===== src/rtl/matrix_pkg.sv =====
// Shared widths, FSM state encoding and helpers for the matrix MAC slice.
// Included by the operand buffer, the datapath top and the bench.
package matrix_pkg;

    localparam int DATA_W    = 8;
    localparam int N_ENTRIES = 8;
    localparam int ACC_W     = 2 * DATA_W + 3;
    localparam int RES_W     = 2 * DATA_W;
    localparam int PROD_W    = 2 * DATA_W;
    localparam int IDX_W     = 3;

    localparam logic [3:0] LAST_ENTRY = 4'd7;

    typedef enum logic [1:0] {
        ST_IDLE       = 2'd0,
        ST_MULTIPLY   = 2'd1,
        ST_ACCUMULATE = 2'd2,
        ST_STORE      = 2'd3
    } fsm_state_e;

    localparam logic signed [ACC_W-1:0] RES_MAX =
        ACC_W'((1 << (RES_W - 1)) - 1);
    localparam logic signed [ACC_W-1:0] RES_MIN = ~RES_MAX;

    // Clamp an accumulator value into the signed RES_W range.
    function automatic logic signed [ACC_W-1:0] sat_res(
        input logic signed [ACC_W-1:0] v
    );
        if (v > RES_MAX)
            return RES_MAX;
        else if (v < RES_MIN)
            return RES_MIN;
        else
            return v;
    endfunction

endpackage


===== src/rtl/matrix_operand_buf.sv =====
// 2 x N_ENTRIES operand register file (A row, B column).
// One write port, two combinational read ports sharing one index.
module matrix_operand_buf
    import matrix_pkg::*;
(
    input  logic                     clock,
    input  logic                     we,
    input  logic                     sel,
    input  logic [IDX_W-1:0]         addr,
    input  logic signed [DATA_W-1:0] data,
    input  logic [IDX_W-1:0]         rd_idx,
    output logic signed [DATA_W-1:0] a_rd,
    output logic signed [DATA_W-1:0] b_rd
);

    logic signed [DATA_W-1:0] a_mem [N_ENTRIES];
    logic signed [DATA_W-1:0] b_mem [N_ENTRIES];

    // Operand storage is deliberately left out of reset.
    always_ff @(posedge clock) begin
        if (we && !sel)
            a_mem[addr] <= data;
        if (we && sel)
            b_mem[addr] <= data;
    end

    assign a_rd = a_mem[rd_idx];
    assign b_rd = b_mem[rd_idx];

endmodule


===== src/rtl/matrix_mac_datapath.sv =====
// Dot-product datapath driven by the matrix-multiply control FSM.
// Build option MATRIX_MAC_SAT_EN clamps the stored result to 2*DATA_W.
module matrix_mac_datapath
    import matrix_pkg::*;
(
    input  logic                     clock,
    input  logic                     reset,
    input  logic                     wr_en,
    input  logic                     wr_sel,
    input  logic [IDX_W-1:0]         wr_addr,
    input  logic signed [DATA_W-1:0] wr_data,
    input  logic                     multiply_matrix,
    input  logic                     load_matrix,
    input  logic                     add,
    input  logic                     done,
    output logic [3:0]               entry_count,
    output logic signed [ACC_W-1:0]  result_data,
    output logic                     result_valid,
    input  logic                     result_ready,
    output logic                     wr_err,
    output logic                     ovr_err
);

    logic [IDX_W-1:0]         cnt;
    logic signed [DATA_W-1:0] a_rd;
    logic signed [DATA_W-1:0] b_rd;
    logic signed [PROD_W-1:0] mul;
    logic signed [PROD_W-1:0] prod [N_ENTRIES];
    logic signed [ACC_W-1:0]  sum;
    logic signed [ACC_W-1:0]  acc;
    logic signed [ACC_W-1:0]  res_next;

    matrix_operand_buf u_buf (
        .clock  (clock),
        .we     (wr_en && !load_matrix),
        .sel    (wr_sel),
        .addr   (wr_addr),
        .data   (wr_data),
        .rd_idx (cnt),
        .a_rd   (a_rd),
        .b_rd   (b_rd)
    );

    assign mul         = a_rd * b_rd;
    assign entry_count = {1'b0, cnt};

    // Adder tree over all products, sign-extended to the accumulator width.
    always_comb begin
        sum = '0;
        for (int i = 0; i < N_ENTRIES; i++)
            sum = sum + ACC_W'(prod[i]);
    end

    // Value that the store phase transfers into result_data.
    always_comb begin
`ifdef MATRIX_MAC_SAT_EN
        res_next = sat_res(acc);
`else
        res_next = acc;
`endif
    end

    // Entry counter and per-entry product registers.
    always_ff @(posedge clock) begin
        if (reset) begin
            cnt <= '0;
            for (int i = 0; i < N_ENTRIES; i++)
                prod[i] <= '0;
        end else if (multiply_matrix) begin
            prod[cnt] <= mul;
            cnt       <= cnt + 3'd1;
        end else begin
            cnt <= '0;
        end
    end

    // Accumulate phase; a coincident done wins and add is ignored.
    always_ff @(posedge clock) begin
        if (reset)
            acc <= '0;
        else if (add && !done)
            acc <= sum;
    end

    // Result register, valid/ready handshake and sticky error flags.
    always_ff @(posedge clock) begin
        if (reset) begin
            result_data  <= '0;
            result_valid <= 1'b0;
            wr_err       <= 1'b0;
            ovr_err      <= 1'b0;
        end else begin
            if (wr_en && load_matrix)
                wr_err <= 1'b1;
            if (done) begin
                result_data  <= res_next;
                result_valid <= 1'b1;
                if (result_valid && !result_ready)
                    ovr_err <= 1'b1;
            end else if (result_valid && result_ready) begin
                result_valid <= 1'b0;
            end
        end
    end

endmodule


===== config.mk =====
export PLATFORM = sky130hd
export DESIGN_NAME = matrix_mac_datapath
export DESIGN_NICKNAME = d
export VERILOG_FILES = /design/src/rtl/matrix_pkg.sv /design/src/rtl/matrix_operand_buf.sv /design/src/rtl/matrix_mac_datapath.sv
export SDC_FILE = /design/constraint.sdc
export NUM_CORES = 1
export LEC_CHECK = 0
export BUFFER_PORTS_ARGS = -buffer_cell sky130_fd_sc_hd__buf_2
export CAP_MARGIN = 15
export CORE_UTILIZATION = 55
export CTS_CLUSTER_SIZE = 30
export DETAILED_ROUTE_END_ITERATION = 7
export MAX_ROUTING_LAYER = met4
export PLACE_DENSITY_LB_ADDON = 0.3
export SLEW_MARGIN = 20
export SYNTH_ARGS = -nofsm -noshare
export SYNTH_HDL_FRONTEND = slang
export SYNTH_SLANG_ARGS = --single-unit

===== constraint.sdc =====
create_clock -name clock -period 6.08 [get_ports clock]
set_input_delay 0 -clock clock [delete_from_list [all_inputs] [get_ports clock]]
set_output_delay 0 -clock clock [all_outputs]
set_load 0.02 [all_outputs]

Word level (Yosys, flattened, before mapping)
Memory sizes are Yosys's and may differ from the RTL's. A register that Yosys moved wholly into a read port is not among the register bits.
Cells that the tools add are included.
- bits in registers: 44
- bits in writable memories: 256
- input port bits: 20
- output and inout bits: 26
- logic and storage cells: 50
- memories kept: 3
- add/subtract/negate cells: 8
- $mul: 1
- muxes and demuxes: 16
- bitwise operators: 1
- reduce and logical (&&, ||, !) cells: 15
- memories (memory ; words ; width ; read ports ; clocked after Yosys merged registers in ; write ports ; line ; source):
    prod ; 8 ; 16 ; 8 ; 0 ; 8 ; matrix_mac_datapath.sv:28 ; logic signed [PROD_W-1:0] prod [N_ENTRIES];
    u_buf.a_mem ; 8 ; 8 ; 1 ; 1 ; 1 ; matrix_operand_buf.sv:16 ; logic signed [DATA_W-1:0] a_mem [N_ENTRIES];
    u_buf.b_mem ; 8 ; 8 ; 1 ; 1 ; 1 ; matrix_operand_buf.sv:17 ; logic signed [DATA_W-1:0] b_mem [N_ENTRIES];
- operators with widths (cell ; number):
    $add 19x16->19 ; 4
    $add 18x16->19 ; 1
    $add 17x16->18 ; 1
    $add 16x16->17 ; 1
    $mul 8x8->16 ; 1
    $mux 16 ; 1
    $reduce_or 16->1 ; 1
    $mux 1 ; 12
    $mux 3 ; 3
    $logic_and 1x1->1 ; 7
    $logic_not 1->1 ; 4
    $add 3x1->3 const B ; 1
    $reduce_and 2->1 ; 1
    $reduce_bool 2->1 ; 1
    $reduce_or 2->1 ; 1
    $not 1->1 ; 1

Logic depth before layout (Yosys ltp)
An unclocked memory read counts as a cell.
- word-level depth: 8
- gate-level depth with buffers: 22
- mapped depth without buffers: 20

Cells and area by module
Synthesis repeated with hierarchy kept, for this count alone.
- cell total of the unflattened synthesis: 1385
- area, all modules: 17438.0 um^2
- modules (own cells, without submodules) (module ; instances ; cells an instance ; area each (um^2) ; sequential area each (um^2)):
    matrix_mac_datapath ; 1 ; 1177 ; 12413.2 ; 4724.5
    matrix_operand_buf ; 1 ; 208 ; 5024.8 ; 3843.7

Worst setup path after synthesis
No wires, ideal clock.
- kind: reg2reg
- start: reg cnt[0]
- end: mem prod[4][13] (netlist bit), data pin
- library setup time: 0.266 ns
- arrival time: 5.374 ns
- data required time: 5.814 ns
- path slack: 0.440 ns
- cell stages (with the launch flop): 21
- buffers on the path: 2
- period minus slack after synthesis: 5.640 ns
- cells stage by stage: dfxtp_1 -> buf_6 -> buf_6 -> mux4_1 -> mux2i_2 -> nor2_1 -> ha_1 -> inv_1 -> fa_1 -> inv_1 -> fa_1 -> inv_1 -> fa_1 -> inv_1 -> ha_1 -> o21a_1 -> o21a_1 -> or4_4 -> nand3_1 -> xor2_2 -> nor2_1
- RTL lines (what ; line ; source):
    start: declaration ; matrix_mac_datapath.sv:24 ; logic [IDX_W-1:0] cnt;
    start signal: assignment ; matrix_mac_datapath.sv:71 ; cnt <= cnt + 3'd1;
    end: declaration ; matrix_mac_datapath.sv:28 ;

==> flow_metrics.tcl <==
set metrics [dict create \
    first_iter_violations 593 \
    yosysSeqAreaShare_pct 50.8 \
    critical-path-top-delay-family "adder cells" \
    synth-seq-cells 300 \
    skew_ps 11.1 \
    final_nets 1603 \
    grt_pass1_wl_um 53500 \
    portBuffers 44 \
    setup_viol 0 \
    drtPass1Iterations 5 \
    clk_latency_ps 560 \
    synth_ff_type "edfxtp_1" \
    rsz0062_at_grt "no" \
    endpoint_kind "register" \
    diodes 0 \
    power_leakage_uw 0.00764 \
    core_mm2 0.0299 \
    drv_cap 0 \
    grt_start_max_net_pins 44 \
    fp.dieH_um 177 \
    powerDensity_mw_per_mm2 454 \
    status "complete, no violations" \
    place_ws_ps 246 \
    drv_slew 0 \
    detail-route-antenna-nets 0 \
    grt-ovfl-total 0 \
    place.gp.congestion 0.824 \
    critical_path_class "reg2reg" \
    period_share_pct 94.5 \
    syn-num-nets 1517 \
    mostFrequentLayoutCells "edfxtp_1 (256), inv_1 (226), nor2_1 (216), fa_1 (154), ha_1 (49)" \
    num_rows 63 \
    vdd_ir_drop_max_v 0.000331 \
    die-area_mm2 0.0314 \
    dp_cells 1718 \
    arrival_ps 6020 \
    dp_hpwl_um 23700 \
    hold_viol_final 0 \
    fin_crit_ps 5740 \
    grt_usage_pct 23.1 \
    wl_per_cell_um 18.5 \
    drc_errors 0 \
    die_w_um 177 \
    grt_pass1_vias 10200 \
    antenna_found_initial 0 \
    slew_headroom_pct 26.9 \
    use_met3_pct 3.14 \
    grt.met2_usage_pct 40.6 \
    initial_core_util_pct 56.4 \
    io_pins 46 \
    via_per_inst 5.43 \
    layout-drive-gt1-share_pct 12.2 \
    syn2layout_area_growth_pct 11.8 \
    grt_util_met1_pct 27.8 \
    hp-class "in2reg" \
    numCtsBuffers 31 \
    cts_buffer_depth 3 \
    yosysUniqueCellTypes 56 \
    tns_ps 0 \
    setup_ws_ps 335 \
    worst-path-buf-inv 5 \
    post-cts-setup-buffers 0 \
    vias 9744 \
    h-tree-depth 1 \
    layout_commonest_cell "edfxtp_1" \
    synth_edf_count 256 \
    busiest_layer "met2" \
    crit_chain "buf_12, mux4_1, mux2i_4, nor2_1, fa_1, inv_1, fa_1, inv_1, fa_1, inv_1, fa_1, inv_1, ha_1, o21a_1, o21a_1, or4_4, nand3_1, xor2_2, nor2_1" \
    synthCells 1294 \
    path_max_fanout 17 \
    fillCellCount 2235 \
    cts_tree "yes" \
    critPathSlowestCell "mux4_1" \
    clock_sinks 300 \
    drt-total-wl_um 33200 \
    async_flop_share_pct 0 \
    slowest_delay_ps 600 \
    cts-root-buf "clkbuf_16" \
    cts.reportedPaths.clkPinSlew_ps 60 \
    yosysWarnings 0 \
    start_kind "register" \
    syn_area_per_cell_um2 13.0 \
    required_ps 6360 \
    worstMarginPinSlew_ps 1090 \
    synth_area_mm2 0.0169 \
    fin_cells 1795 \
    fmax_mhz 174 \
]
state kept, by name (all words and copies together), names as in the netlist:
name and count:
acc 19, result_valid 1, ovr_err 1, u_buf.a_mem 64, u_buf.b_mem 64, result_data 19
wr_err 1, prod 128, cnt 3
cells by family (layout without fill, tap and decap cells):
| kind of cell | after synthesis | in the layout | share of synthesized area [%] |
|---|---|---|---|
| xor+xnor | 24 | 24 | 1.34 |
| other cells | 1 | 1 | 0.0222 |
| buf+inv | 264 | 375 | 6.19 |
| simple gates | 343 | 343 | 8.73 |
| flops | 300 | 300 | 50.8 |
| compound gates | 91 | 91 | 3.56 |
| mux | 68 | 68 | 7.43 |
| fa+ha+maj | 203 | 203 | 21.9 |
through the flow:
stage	power, uW	instance area (um^2)	hold WS [ps]	utilization (%)
floorplan	5660	16900	98.9	-
global placement	6520	17600	271	59.0
detailed placement	6680	17600	275	59.0
CTS	8560	18800	22.3	63.1
global route	9240	18900	55.1	63.1
finish	8560	18900	33.9	63.1
final timing paths:
kind	startpoint	to	slack, ps	depth (start not counted)
max	cnt[0]	prod[4][13]	340	19
min	done	result_data[8]	30	3
max reg2reg	cnt[0]	prod[4][13]	340	19
min reg2reg	acc[11]	acc[11]	450	2
area by class of cell:
class	instances	area, um^2	area share [%]
sequential	300	8570	45.5
multi-input combinational	730	7270	38.5
clock buffer	44	890	4.72
inverter	227	852	4.52
timing repair buffer	90	663	3.52
tap	390	488	2.59
clock inverter	14	125	0.663
Yosys cell counts, types with 11 or more instances:
cell      count  area share [%]
a21oi_1      30            0.89
clkbuf_1     20            0.45
dfxtp_1      44             5.2
edfxtp_1    256              46
fa_1        154              18
ha_1         49             3.6
inv_1       226             5.0
mux2i_1      21             1.2
mux4_1       17             2.6
mux4_2       15             2.0
nand2_1      40            0.89
nand3_1      12            0.36
nor2_1      216             4.8
nor2b_1      12            0.45
nor3_1       21            0.62
o21ai_0      11            0.33
or2_2        12            0.45
xnor2_1      16            0.83
per-layer routing:
metal	wire length [um]	share of wire, %
met5	0	0
met4	782	2.4
met3	1670	5.0
met2	17200	52
met1	13600	41
worst register-to-register path, delay by kind of cell (launching register included):
family,cells,cell delay [ps]
AND/OR/NAND/NOR,4,770
buffers and inverters,5,420
flip-flops,1,460
adder cells (fa/ha/maj),5,2160
multiplexers,2,930
XOR/XNOR,1,330
AO/OA/AOI/OAI,2,380
report_power, final:
| part | switching (uW) | total (uW) | internal, uW |
|---|---|---|---|
| registers | 56.5 | 2420 | 2370 |
| clock network | 772 | 1870 | 1100 |
| logic | 2550 | 4260 | 1710 |
what timing repair did:
item / in CTS / in global routing
resized for setup: 0 / 3
hold buffers: 19 / 0
endpoints found under the hold margin: 190 / 0
endpoints found under the setup margin: 0 / 19
(Power assumes the default switching activity.)
